$ cat src/rtl/sequenciador_entrada.sv
// Two-phase operator input sequencer: assembles a 32-bit word from two 16-bit switch
// samples committed by ch0 edges. Optional ch0 debounce enabled by SEQUENCIADOR_DEBOUNCE_EN.
module sequenciador_entrada #(
    parameter int unsigned DEBOUNCE_CICLOS = 16
) (
    input  logic        clock,
    input  logic        reset,
    input  logic [15:0] chaves,
    input  logic        ch0,
    input  logic        controle,
    output logic [31:0] dado,
    output logic        pronto,
    output logic        sup,
    output logic        inf
);

    localparam int unsigned MEIA_W = 16;
    localparam int unsigned DADO_W = 32;

    typedef enum logic [2:0] {
        OCIOSO,
        ESPERA_SUP,
        ESPERA_INF,
        ENTREGA,
        LIBERA
    } estado_t;

    if (DEBOUNCE_CICLOS < 1 || DEBOUNCE_CICLOS > 65535) begin : g_param_invalido
        $error("DEBOUNCE_CICLOS out of range 1..65535");
    end

    estado_t             estado_q, estado_d;
    logic [MEIA_W-1:0]   parte_sup_q, parte_sup_d;
    logic [DADO_W-1:0]   dado_q, dado_d;
    logic                pronto_q, pronto_d;
    logic                sup_q, sup_d;
    logic                inf_q, inf_d;
    logic                sinc1_q, ch0_s_q;
    logic                ch0_f_q, ch0_f_d;
    logic                ch0_f_ant_q;
    logic                sobe, desce;

`ifdef SEQUENCIADOR_DEBOUNCE_EN
    localparam logic [MEIA_W-1:0] LIMITE = MEIA_W'(DEBOUNCE_CICLOS);
    logic [MEIA_W-1:0] cont_q, cont_d;

    // Accept a new level only after LIMITE consecutive disagreeing cycles
    always_comb begin
        ch0_f_d = ch0_f_q;
        cont_d  = '0;
        if (ch0_s_q != ch0_f_q) begin
            if (cont_q + MEIA_W'(1) == LIMITE) begin
                ch0_f_d = ch0_s_q;
            end else begin
                cont_d = cont_q + MEIA_W'(1);
            end
        end
    end

    always_ff @(posedge clock) begin
        if (!reset) begin
            cont_q <= '0;
        end else begin
            cont_q <= cont_d;
        end
    end
`else
    always_comb begin
        ch0_f_d = ch0_s_q;
    end
`endif

    assign sobe  = ch0_f_q & ~ch0_f_ant_q;
    assign desce = ~ch0_f_q & ch0_f_ant_q;

    // Next-state; an aborted request takes priority over any edge in the same cycle
    always_comb begin
        estado_d    = estado_q;
        parte_sup_d = parte_sup_q;
        dado_d      = dado_q;
        case (estado_q)
            OCIOSO: begin
                if (controle) estado_d = ESPERA_SUP;
            end
            ESPERA_SUP: begin
                if (!controle) begin
                    estado_d    = OCIOSO;
                    parte_sup_d = '0;
                end else if (sobe) begin
                    parte_sup_d = chaves;
                    estado_d    = ESPERA_INF;
                end
            end
            ESPERA_INF: begin
                if (!controle) begin
                    estado_d    = OCIOSO;
                    parte_sup_d = '0;
                end else if (desce) begin
                    dado_d   = {parte_sup_q, chaves};
                    estado_d = ENTREGA;
                end
            end
            ENTREGA: begin
                estado_d = LIBERA;
            end
            LIBERA: begin
                if (!controle) estado_d = OCIOSO;
            end
            default: begin
                estado_d = OCIOSO;
            end
        endcase
        pronto_d = (estado_d == ENTREGA);
        sup_d    = (estado_d == ESPERA_SUP);
        inf_d    = (estado_d == ESPERA_INF);
    end

    always_ff @(posedge clock) begin
        if (!reset) begin
            estado_q    <= OCIOSO;
            parte_sup_q <= '0;
            dado_q      <= '0;
            pronto_q    <= 1'b0;
            sup_q       <= 1'b0;
            inf_q       <= 1'b0;
            sinc1_q     <= 1'b0;
            ch0_s_q     <= 1'b0;
            ch0_f_q     <= 1'b0;
            ch0_f_ant_q <= 1'b0;
        end else begin
            estado_q    <= estado_d;
            parte_sup_q <= parte_sup_d;
            dado_q      <= dado_d;
            pronto_q    <= pronto_d;
            sup_q       <= sup_d;
            inf_q       <= inf_d;
            sinc1_q     <= ch0;
            ch0_s_q     <= sinc1_q;
            ch0_f_q     <= ch0_f_d;
            ch0_f_ant_q <= ch0_f_q;
        end
    end

    assign dado   = dado_q;
    assign pronto = pronto_q;
    assign sup    = sup_q;
    assign inf    = inf_q;

endmodule

$ cat config.mk
export PLATFORM = sky130hd
export DESIGN_NAME = sequenciador_entrada
export DESIGN_NICKNAME = d
export VERILOG_FILES = /design/src/rtl/sequenciador_entrada.sv
export SDC_FILE = /design/constraint.sdc
export NUM_CORES = 1
export LEC_CHECK = 0
export ABC_CLOCK_PERIOD_IN_PS = 3200
export CAP_MARGIN = 10
export CORE_MARGIN = 1.5
export CORE_UTILIZATION = 48
export CTS_CLUSTER_SIZE = 24
export DETAILED_ROUTE_END_ITERATION = 12
export GPL_TIMING_DRIVEN = 0
export PLACE_DENSITY = 0.88
export SLEW_MARGIN = 20
export SYNTH_ARGS = -nofsm -noshare
export SYNTH_HDL_FRONTEND = slang
export SYNTH_SLANG_ARGS = --single-unit
$ cat constraint.sdc
create_clock -name clock -period 3.2 [get_ports clock]
set_input_delay 0.8 -clock clock [delete_from_list [all_inputs] [get_ports clock]]
set_output_delay 0.8 -clock clock [all_outputs]
set_load 0.005 [all_outputs]
# Word level (Yosys, flattened, before mapping)
# Cells that the tools add are included.
# word_totals
reg_bits	58
latchBits	0
ram_bits	0
rom_bits	0
inputBits	20
out_inout_bits	35
n_memories	0
# classes
n_addsub	0
multipliers	0
div	0
magnitude_cmp	0
eq_ne	9
shifts	0
n_mux	11
n_bitwise	4
reduce_logical	4
# ops
op	n
$mux 16	3
$pmux 16 s2	1
$mux 3	6
$pmux 3 s5	1
$eq 3x2->1 const B	4
$eq 3x1->1 const B	2
$reduce_and 3->1	2
$eq 3x3->1 const B	1
$logic_not 3->1	1
$ne 3x3->1 const B	1
$and 1x1->1	2
$ne 2x2->1 const B	1
$not 1->1	2
$reduce_bool 2->1	1

# Longest topological paths before layout
# Gate-level depths: netlist of the first run.
# logic_depth
depth_word	6
ltp_mapped	6

# Least setup slack after synthesis of the first run
# No wires, ideal clock.
# synth_path
path_type	input to register
start	in controle
end	reg dado_q[0] (netlist: dado[0])
setup_time_ns	0.120
arrival_ns	1.631
t_required_ns	3.080
slack_ns	1.450
stages	6
n_path_buf	3
cell_sequence	buf_4 -> nor2b_1 -> buf_4 -> nand4b_4 -> buf_6 -> mux2i_1
# synth_between
elab_chain_cells	1
# synth_lines
item	line_no	rtl
start: declaration	10	input logic controle,
$reduce_and 3->1 (no line)	--	
end signal: assignment	133	dado_q <= dado_d;
end: declaration	34	logic [DADO_W-1:0] dado_q, dado_d;
# Every way passes these cells.
# A chain may end at the register's enable or synchronous reset.

# Worst setup path in the final report of the first run
# layout_path
start	reg dado_q[10] (netlist: dado[10])
end	out dado[10]
# layout_rtl
item	line_no	rtl
end: declaration	11	output logic [31:0] dado,
# No word-level cell between the ends.

==> impl_summary.log, run 1 <==
[metrics] area added between synthesis and finish: 33.3%
[metrics] Distinct cells, synth: 30
[metrics] global-route wire length before repair: about 10 mm
[metrics] critical path required time: roughly 2.4 ns
[metrics] delay of the slowest critical-path stage: between 0.5 and 0.6 ns
[metrics] Arr. time, crit path: between 1 and 1.5 ns
[metrics] startpoint type of the worst setup path: register
[metrics] internal power contribution: roughly 0.0012 W
[metrics] maximum number of buffers from clock root to sink: 2
[metrics] Worst R2R Path Depth: 5
[metrics] share of the yosys chip area belonging to registers: approximately 47%
[metrics] Final Skew: 0.00576 ns
[metrics] sequential share of power: between 40 and 50%
[metrics] post-layout total power: around 0.0016 W
[metrics] startpoint of the worst register-to-register path: estado_q[2]
[metrics] Yosys warnings: 0
[metrics] fraction of the cycle the final worst path needs: between 60% and 70%
[metrics] die area: ~5600 um2
[metrics] clock group share of total power: ~47%
[metrics] EDFF count, synth: 0
[metrics] # setup viols final: 0
[metrics] setup repair after global routing missed its margin: no
[metrics] area taken by multi-input logic gates: 1170 um2
[metrics] DRC violation total after the first TritonRoute iteration: about 160
[metrics] share of the synthesized area in the top cell type: 46.8%
[metrics] Final Instance Count excl. Fillers: 407
[metrics] floorplan die width: approximately 75 um
[metrics] largest net degree at the start of global routing: 11
[metrics] Hold Crit Depth: 1
[metrics] global-route usage over all layers: 23.9%
[metrics] # rows: 25
[metrics] share of post-route cells with drive strength above 1: under 10%
[metrics] Clk pin slew, worst setup/hold paths: 0.06 ns
[metrics] post-cts sizing count: 0
[metrics] fin crit period: 2.00 ns
[metrics] clock latency at the later pin of the worst-skew pair: ~0.34 ns
[metrics] wire length per cell after detailed routing: about 15 um
[metrics] area taken by flip-flops and latches: about 1200 um2
[metrics] Remaining DRCs: 0
[metrics] synthesized netlist cell count: around 270
[metrics] Leak Pwr: roughly 1.5 nW
[metrics] IO Port Bufs: 52
[metrics] crit path max-delay cell type: clkdlybuf4s50_1
[metrics] Inst Count DP: ~400
[metrics] die height: 74.9 um
[metrics] number of antenna violations at the first check in global routing: 0
[metrics] slew at the pin with the worst max-slew slack: around 0.50 ns
[metrics] detailed placement HPWL: 4.36 mm
[metrics] total I/O pin count: 55
[metrics] flop-to-flop setup slack: 1.58 ns
[metrics] TritonRoute pass-1 iters: 4
[metrics] power per cell area: ~470 nW/um2
[metrics] top post-synthesis cells by area: dfxtp_1 47%, mux2i_1 13%, nand2_1 12%, o2111ai_1 5.6%, and3_1 4.0%
[metrics] area of the placeable core: ~4800 um2
[metrics] Post-Syn Area: roughly 2500 um2
[metrics] maximum net fanout on the critical path: 2
[metrics] Max Cap Violations: 0
[metrics] Routed Wire Length: 6.24 mm
[metrics] outcome: complete, no violations
[metrics] post-layout utilization of the core: approximately two thirds
[metrics] Hold Vio Cnt, Final: 0
[metrics] buffers and inverters on the worst path: 1
[metrics] Worst Setup End Kind: output port
[metrics] post-synth top area cell: dfxtp_1
[metrics] Post-DRT Antenna Nets: 0
[metrics] mean instance size in the synthesized netlist: ~9.1 um2
[metrics] H-Tree Level Count: 3
[metrics] cts bufs inserted: 9
[metrics] category of cells accounting for the largest share of critical-path delay: buffers and inverters
[metrics] syn_nets: slightly below 300
[metrics] ANT cells: 0
[metrics] worst supply voltage drop on vdd: 291 uV
[metrics] Slew Limit Headroom: between 60 and 70%
[metrics] switch share: 21.2%
[metrics] TritonCTS clock tree: done
[metrics] global-route congestion overflow total: 0
[metrics] Root Buffer: clkbuf_8
[metrics] worst reg2reg path endpoint: parte_sup_q[11]
[metrics] Critical Path, Cell by Cell: clkdlybuf4s50_1
[metrics] dominant synthesized flop cell: dfxtp_1
[metrics] count of vias placed by the detailed router: 2240
[metrics] final setup margin: ~1.2 ns
[metrics] count of final max-slew check failures: 0
[metrics] Logic pwr share: 5.6%
[metrics] end of the worst hold path: ch0_f_q
[metrics] Fill cells: between 300 and 400
[metrics] Async SR Flop Fraction: 0%
[metrics] clk sink count: 58
[metrics] setup bufs post-CTS: 0
[metrics] via count of the first global-routing pass: 2134
[metrics] Initial Util: between 50% and 60%
[metrics] Tightest Hold Check Type: reg2reg
[metrics] post-synthesis sequential element count: between 50 and 60
[metrics] CP Class: reg2out
[metrics] accumulated negative setup slack: 0 ns
[metrics] vias per std cell: 5.50
[metrics] Hold Buf Count CTS: 0
[metrics] switching pwr: 0.000328 W
[metrics] final RePlAce weighted congestion: 0.846
[metrics] Worst Hold Launch: ch0_f_d
[metrics] highest achievable clock rate: approximately 0.5 GHz
[metrics] nets@finish: about 360
[metrics] worst-case setup slack after placement: ~1.2 ns
==> cells in the mapped netlist (3+ instances only) <==
library cell	number
a21oi_1	4
a31oi_1	10
a41oi_1	6
and2_1	4
and3_1	16
buf_2	8
buf_4	3
buf_6	3
clkbuf_1	12
dfxtp_1	58
mux2i_1	32
nand2_1	81
o2111ai_1	16
==> power by group through the flow <==
stage                     clock [W]  sequential [W]  combinational, W
after global placement            0        0.000744         0.0000847
after floorplan                   0        0.000744         0.0000431
after detailed placement          0        0.000744         0.0000861
after CTS                  0.000740        0.000728         0.0000869
after global routing       0.000768        0.000728         0.0000948
final                      0.000735        0.000728         0.0000874
==> cell families after synthesis <==
family	share of synthesized area (%)
mux	12.9
flops	46.8
buf+inv	6.15
simple gates	21.5
compound gates	12.0
xor+xnor	0.655
==> final cells by class <==
type | instances | share of cell area (%)
multi-input cells | 186 | 35.3
flip-flops and latches | 58 | 35.1
repair buffers | 52 | 15.7
clock buffers | 14 | 5.82
plain buffers | 28 | 4.50
well taps | 67 | 2.53
clock inverters | 1 | 0.907
inverters | 1 | 0.113
==> through the flow <==
step	hold slack (ns)	cell area [um2]
3_5_place_dp	0.427	3090
2_1_floorplan	0.412	2480
3_3_place_gp	0.414	3090
5_1_grt	0.465	3310
4_1_cts	0.442	3310
6_report	0.439	3310
==> placed cells by master (no fill, tap or decap), types with 2 or more instances in the layout <==
| master | n |
|---|---|
| nor2_1 | 2 |
| nand2b_1 | 2 |
| and3_1 | 16 |
| dfxtp_1 | 58 |
| clkbuf_8 | 14 |
| o2111ai_1 | 16 |
| buf_1 | 2 |
| a31oi_1 | 10 |
| mux2i_1 | 32 |
| and2_1 | 4 |
| clkbuf_1 | 12 |
| a41oi_1 | 6 |
| clkdlybuf4s50_1 | 52 |
| buf_6 | 3 |
| buf_2 | 8 |
| nand2_1 | 81 |
| buf_4 | 3 |
| a21oi_1 | 4 |
==> metal layers <==
metal | vias up | global-route usage, % | routed length, um
li1 | 1081 | - | -
met1 | 1039 | 29.5 | 2510
met2 | 105 | 39.7 | 3110
met3 | 15 | 5.35 | 484
met4 | 0 | 11.3 | 136
met5 | - | 0 | 0
==> worst max-delay path by stage <==
stage	start	end	depth (start not counted)
final	dado[10]	dado[10]	1
after detailed placement	reset	dado[27]	5
after CTS	dado[23]	dado[23]	1
after global routing	dado[19]	dado[19]	1
after floorplan	controle	dado[0]	6
after global placement	reset	dado[31]	5
==> registers in the layout (all words and copies together), names as in the netlist <==
name	cells
ch0_f_ant_q	1
ch0_f_d	1
pronto	1
parte_sup_q	16
inf	1
sup	1
estado_q	3
ch0_f_q	1
dado	32
sinc1_q	1
No activity file was read; power rests on OpenSTA's default activity.
==> run 2: changes to the inputs <==
--- a/config.mk
+++ b/config.mk
@@ -5,14 +5,14 @@
 export SDC_FILE = /design/constraint.sdc
 export NUM_CORES = 1
 export LEC_CHECK = 0
-export ABC_CLOCK_PERIOD_IN_PS = 3200
+export ABC_CLOCK_PERIOD_IN_PS = 1700
 export CAP_MARGIN = 10
 export CORE_MARGIN = 1.5
-export CORE_UTILIZATION = 48
+export CORE_UTILIZATION = 45
 export CTS_CLUSTER_SIZE = 24
 export DETAILED_ROUTE_END_ITERATION = 12
 export GPL_TIMING_DRIVEN = 0
-export PLACE_DENSITY = 0.88
+export PLACE_DENSITY = 0.86
 export SLEW_MARGIN = 20
 export SYNTH_ARGS = -nofsm -noshare
 export SYNTH_HDL_FRONTEND = slang
==> constraint.sdc (replaced) <==
create_clock -name clock -period 1.7 [get_ports clock]
set_input_delay 0.425 -clock clock [delete_from_list [all_inputs] [get_ports clock]]
set_output_delay 0.425 -clock clock [all_outputs]
set_load 0.005 [all_outputs]
==> run 2 against run 1 <==
  * Utilization is 5.9 points lower
  * Combinational power is 86% higher
  * Highest routed layer unchanged
  * Critical endpoint is now dado[6]
  * Wire length shrank 1.7%
  * Clock skew barely moved
==> impl_summary.log, run 2 (same netlist as run 1, synthesis figures left out) <==
[metrics] via count of the first global-routing pass: 2144 (+0.47%)
[metrics] maximum number of buffers from clock root to sink: 2 (unchanged)
[metrics] Critical Path, Cell by Cell: clkdlybuf4s50_1
[metrics] category of cells accounting for the largest share of critical-path delay: buffers and inverters
[metrics] Fill cells: 468 (+20%)
[metrics] final RePlAce weighted congestion: 0.825 (-2.4%)
[metrics] outcome: complete, no violations
[metrics] detailed placement HPWL: 4.30 mm (-1.4%)
[metrics] delay of the slowest critical-path stage: 0.51 ns (-0.02 ns)
[metrics] commonest cells after routing, fill and taps aside: 81 x nand2_1, 58 x dfxtp_1, 52 x clkdlybuf4s50_1
[metrics] count of final max-slew check failures: 0 (unchanged)
[metrics] total I/O pin count: 55 (unchanged)
[metrics] most common library cell in the layout ignoring fill and taps: nand2_1
[metrics] Leak Pwr: 1.51 nW (-2.2%)
[metrics] Max Cap Violations: 0 (unchanged)
[metrics] global-route congestion overflow total: 0 (unchanged)
[metrics] fin crit period: about 1.6 ns
[metrics] worst supply voltage drop on vdd: 412 uV (+42%)
[metrics] floorplan die width: 77.3 um (+3.1%)
[metrics] highest achievable clock rate: slightly above 0.6 GHz
[metrics] post-layout utilization of the core: 62.4% (-5.9 points)
[metrics] Hold Vio Cnt, Final: 0 (unchanged)
[metrics] global-route usage over all layers: 21.7% (-2.3 points)
[metrics] ANT cells: 0 (unchanged)
[metrics] buffers and inverters on the worst path: 1 (unchanged)
[metrics] sum of met3 wire segment lengths after detailed routing: 465 um (-3.9%)
[metrics] Worst Setup End Kind: output port
[metrics] Post-DRT Antenna Nets: 0 (unchanged)
[metrics] Clk pin slew, worst setup/hold paths: 0.06 ns (about the same)
[metrics] area added between synthesis and finish: 30.7%
[metrics] CP Class: reg2out
[metrics] post-layout total power: 0.00261 W (+68%)
[metrics] area of the placeable core: 5200 um2 (+7.4%)
[metrics] sum of met2 wire segment lengths after detailed routing: 2.83 mm (-9.1%)
[metrics] maximum net fanout on the critical path: 2 (unchanged)
[metrics] H-Tree Level Count: 3 (unchanged)
[metrics] count of vias placed by the detailed router: 2249 (+0.40%)
[metrics] die area: 5970 um2 (+6.4%)
[metrics] power per cell area: 804 nW/um2 (+72%)
[metrics] worst hold margin: 0.433 ns (-0.00529 ns)
[metrics] setup repair after global routing missed its margin: no
[metrics] post-cts sizing count: 0 (unchanged)
[metrics] fraction of the cycle the final worst path needs: a little over nine tenths
[metrics] Root Buffer: clkbuf_8
[metrics] nets@finish: 355 (-0.28%)
[metrics] startpoint type of the worst setup path: register
[metrics] number of antenna violations at the first check in global routing: 0 (unchanged)
[metrics] Max Used Layer: met4
[metrics] TritonRoute pass-1 iters: 4 (unchanged)
[metrics] Hold Buf Count CTS: 0 (unchanged)
[metrics] Remaining DRCs: 0 (unchanged)
[metrics] IO Port Bufs: 52 (unchanged)
[metrics] crit path max-delay cell type: clkdlybuf4s50_1
[metrics] accumulated negative setup slack: 0 ns (unchanged)
[metrics] placed cell area: 3090 um2 (+0.12%)
[metrics] clock latency at the later pin of the worst-skew pair: 0.33 ns (about the same)
[metrics] # setup viols final: 0 (unchanged)
[metrics] TritonCTS clock tree: done
[metrics] # rows: 26 (+4.0%)
[metrics] clk sink count: 58 (unchanged)
[metrics] Routed Wire Length: 6.14 mm (-1.7%)
[metrics] Met1 Routed Length: 2.73 mm (+8.5%)
[metrics] setup bufs post-CTS: 0 (unchanged)
[metrics] Tightest Hold Check Type: in2reg
[metrics] slew at the pin with the worst max-slew slack: 0.602 ns (+0.0983 ns)
[metrics] Arr. time, crit path: 1.19 ns (about the same)
[metrics] Initial Util: 47.7% (-3.5 points)
[metrics] largest net degree at the start of global routing: 11 (unchanged)
[metrics] finished layout cell area: 3250 um2 (-1.9%)
[metrics] die height: 77.3 um (+3.1%)
[metrics] DRC violation total after the first TritonRoute iteration: 184 (+13%)
[metrics] wire length per cell after detailed routing: 15.1 um (-1.7%)
[metrics] vias per std cell: 5.53 (+0.40%)
[metrics] Final Skew: 0.00600 ns (+0.000241 ns)
[metrics] share of post-route cells with drive strength above 1: 8.01% (-1.1 points)
[metrics] Slew Limit Headroom: 59.9% (-6.6 points)
[metrics] cts bufs inserted: 9 (unchanged)
[metrics] critical path required time: 1.27 ns (-1.13 ns)
[metrics] max reg flops: 32 (unchanged)
[metrics] global-route wire length before repair: 10.1 mm (+0.13%)
run 2: worst paths after layout:
kind | end | slack (ns) | start | depth (start not counted)
worst max-delay path | dado[6] | 0.09 | dado[6] | 1
worst min-delay path | parte_sup_q[10] | 0.43 | controle | 3
worst max register to register | parte_sup_q[12] | 0.23 | estado_q[2] | 4
worst min register to register | ch0_f_q | 0.43 | ch0_f_d | 1
run 2: routing by layer:
metal | up-vias | track usage [%]
li1 | 1078 | -
met1 | 1065 | 27.3
met2 | 90 | 34.2
met3 | 16 | 6.43
met4 | 0 | 9.45
met5 | - | 0
run 2: final cells by class:
type	instances	area [um2]	share of cell area [%]
clock buffer	13	159	4.89
inverter	1	3.75	0.116
buffer	27	145	4.47
sequential	58	1160	35.8
timing repair buffer	52	520	16.0
multi-input combinational	186	1170	36.0
tap	70	87.6	2.70
run 2: where the power goes:
part	leakage [nW]	switching, W	internal [W]
Combinational	0.965	0.0000978	0.0000657
Clock	0.0815	0.000492	0.000585
Sequential	0.468	0.00000371	0.00137
run 2: per-stage QoR:
step / setup WS (ns) / std cells
floorplan: 0.325 / 273
global placement: 0.131 / 395
detailed placement: 0.0766 / 395
CTS: 0.0722 / 408
global route: 0.0373 / 407
finish: 0.0862 / 407
==> run 3: changes to the inputs <==
--- a/config.mk
+++ b/config.mk
@@ -12,6 +12,7 @@
 export CTS_CLUSTER_SIZE = 24
 export DETAILED_ROUTE_END_ITERATION = 12
 export GPL_TIMING_DRIVEN = 0
+export MAX_ROUTING_LAYER = met4
 export PLACE_DENSITY = 0.86
 export SLEW_MARGIN = 20
 export SYNTH_ARGS = -nofsm -noshare
==> run 3 against run 2 <==
  * Design area is the same
  * Register-to-register slack got worse by 0.02 ns
  * Clock skew rose by 0.00090 ns
  * Fmax shrank 0.19%
  * Sequential cell count is the same
  * Critical path type unchanged
  * Largest cell class unchanged
  * Via count grew 0.27%
  * Critical path depth stayed put
  * Clock power about the same
  * Worst setup slack got worse by 0.0030 ns
==> impl_summary.log, run 3 (same netlist as run 1, synthesis figures left out) <==
[metrics] count of vias placed by the detailed router: 2255 (+0.27%)
[metrics] TritonCTS clock tree: done
[metrics] post-cts sizing count: 0 (unchanged)
[metrics] setup repair after global routing missed its margin: no
[metrics] Arr. time, crit path: 1.19 ns (about the same)
[metrics] total I/O pin count: 55 (unchanged)
[metrics] Post-DRT Antenna Nets: 0 (unchanged)
[metrics] die area: 5970 um2 (unchanged)
[metrics] GR met3 Demand/Resource: 6.31% (-0.12 points)
[metrics] Max Cap Violations: 0 (unchanged)
[metrics] maximum number of buffers from clock root to sink: 2 (unchanged)
[metrics] Initial Util: 47.7% (unchanged)
[metrics] Hold Buf Count CTS: 0 (unchanged)
[metrics] Worst Hold Launch: controle
[metrics] count of final max-slew check failures: 0 (unchanged)
[metrics] floorplan die width: 77.3 um (unchanged)
[metrics] placed cell area: 3090 um2 (unchanged)
[metrics] area taken by multi-input logic gates: 1170 um2 (unchanged)
[metrics] share of post-route cells with drive strength above 1: 8.01% (unchanged)
[metrics] cts bufs inserted: 9 (unchanged)
[metrics] M2 GR Usage: 34.1% (-0.088 points)
[metrics] # rows: 26 (unchanged)
[metrics] number of antenna violations at the first check in global routing: 0 (unchanged)
[metrics] Final Skew: 0.00690 ns (+0.000897 ns)
[metrics] wire length per cell after detailed routing: 15.1 um (-0.13%)
[metrics] Critical Path, Cell by Cell: clkdlybuf4s50_1
[metrics] area of the placeable core: 5200 um2 (unchanged)
[metrics] # setup viols final: 0 (unchanged)
[metrics] final RePlAce weighted congestion: 0.838 (+1.5%)
[metrics] clock group share of total power: 41.3% (about the same)
[metrics] die height: 77.3 um (unchanged)
[metrics] most common library cell in the layout ignoring fill and taps: nand2_1
[metrics] finished layout cell area: 3250 um2 (unchanged)
[metrics] Remaining DRCs: 0 (unchanged)
[metrics] startpoint of the worst register-to-register path: estado_q[1]
[metrics] CP Class: reg2out
[metrics] global-route usage over all layers: 22.3% (+0.59 points)
[metrics] met1 routing resource usage after global routing: 27.4% (+0.074 points)
[metrics] vias per std cell: 5.54 (+0.27%)
[metrics] largest net degree at the start of global routing: 11 (unchanged)
[metrics] outcome: complete, no violations
[metrics] area added between synthesis and finish: 30.7% (unchanged)
[metrics] Tightest Hold Check Type: in2reg
[metrics] max reg flops: 32 (unchanged)
[metrics] global-route congestion overflow total: 0 (unchanged)
[metrics] clk sink count: 58 (unchanged)
[metrics] H-Tree Level Count: 3 (unchanged)
[metrics] Leak Pwr: 1.51 nW (unchanged)
[metrics] detailed placement HPWL: 4.30 mm (unchanged)
[metrics] DRC violation total after the first TritonRoute iteration: 195 (+6.0%)
[metrics] TritonRoute pass-1 iters: 4 (unchanged)
[metrics] sequential share of power: 52.4% (about the same)
[metrics] Root Buffer: clkbuf_8
[metrics] Hold Vio Cnt, Final: 0 (unchanged)
[metrics] critical path required time: 1.27 ns (about the same)
[metrics] startpoint type of the worst setup path: register
[metrics] setup bufs post-CTS: 0 (unchanged)
[metrics] Slew Limit Headroom: 60.6% (+0.73 points)
[metrics] Fill cells: 468 (unchanged)
[metrics] beginning of the critical path: dado[6]
[metrics] via count of the first global-routing pass: 2141 (-0.14%)
[metrics] crit path max-delay cell type: clkdlybuf4s50_1
[metrics] buffers and inverters on the worst path: 1 (unchanged)
[metrics] Logic pwr share: 6.2% (about the same)
[metrics] switching pwr: 0.000596 W (+0.36%)
[metrics] accumulated negative setup slack: 0 ns (unchanged)
[metrics] category of cells accounting for the largest share of critical-path delay: buffers and inverters
[metrics] nets@finish: 355 (unchanged)
[metrics] fraction of the cycle the final worst path needs: 95.1% (+0.18 points)
[metrics] global-route wire length before repair: 10.1 mm (unchanged)
[metrics] area taken by flip-flops and latches: 1160 um2 (unchanged)
[metrics] IO Port Bufs: 52 (unchanged)
[metrics] most utilized layer in the global route result: met2
[metrics] power per cell area: 805 nW/um2 (about the same)
[metrics] Clk pin slew, worst setup/hold paths: 0.06 ns (about the same)
[metrics] Routed Wire Length: 6.13 mm (-0.13%)
[metrics] commonest cells after routing, fill and taps aside: 81 x nand2_1, 58 x dfxtp_1, 52 x clkdlybuf4s50_1
[metrics] slew at the pin with the worst max-slew slack: 0.591 ns (-0.0110 ns)
[metrics] ANT cells: 0 (unchanged)
[metrics] clock latency at the later pin of the worst-skew pair: 0.34 ns (about the same)
[metrics] fin crit period: 1.62 ns (+0.00305 ns)
[metrics] Worst Setup End Kind: output port
[metrics] highest achievable clock rate: 0.619 GHz (-0.19%)
[metrics] internal power contribution: 0.00202 W (about the same)
[metrics] maximum net fanout on the critical path: 2 (unchanged)
[metrics] worst supply voltage drop on vdd: 412 uV (about the same)
[metrics] delay of the slowest critical-path stage: 0.51 ns (about the same)
[metrics] switch share: 22.8% (+0.065 points)
[run 3: worst paths after layout]
path	end	slack, ns	depth (start not counted)
max	dado[6]	0.08	1
min	parte_sup_q[10]	0.43	3
max reg2reg	parte_sup_q[6]	0.21	6
min reg2reg	ch0_f_q	0.43	1
[run 3: stage by stage]
step | worst slack [ns] | power (W) | hold WS [ns] | util (%) | instances
2_1_floorplan | 0.325 | 0.00148 | 0.412 | - | 273
3_3_place_gp | 0.131 | 0.00156 | 0.414 | 59.4 | 395
3_5_place_dp | 0.0766 | 0.00156 | 0.426 | 59.4 | 395
4_1_cts | 0.0722 | 0.00263 | 0.421 | 62.5 | 408
5_1_grt | 0.0373 | 0.00271 | 0.454 | 62.4 | 407
6_report | 0.0832 | 0.00261 | 0.432 | 62.4 | 407
[run 3: routing by layer]
layer / wire [um] / up-vias / share of wire, %
met2: 2840 / 104 / 46
met3: 530 / 16 / 8.6
met5: 0 / - / 0
met1: 2640 / 1054 / 43
li1: - / 1081 / -
met4: 113 / 0 / 1.8
[run 3: area by class of cell]
cell class,count,area share (%)
flip-flops and latches,58,35.8
well taps,70,2.70
multi-input cells,186,36.0
clock buffers,13,4.89
inverters,1,0.116
plain buffers,27,4.47
repair buffers,52,16.0
[run 3: power groups by stage]
stage                     sequential, W  combinational [W]  clock [W]
after floorplan                 0.00140          0.0000811          0
after global placement          0.00140           0.000160          0
after detailed placement        0.00140           0.000161          0
after CTS                       0.00137           0.000161    0.00110
after global routing            0.00137           0.000176    0.00116
final                           0.00137           0.000163    0.00108
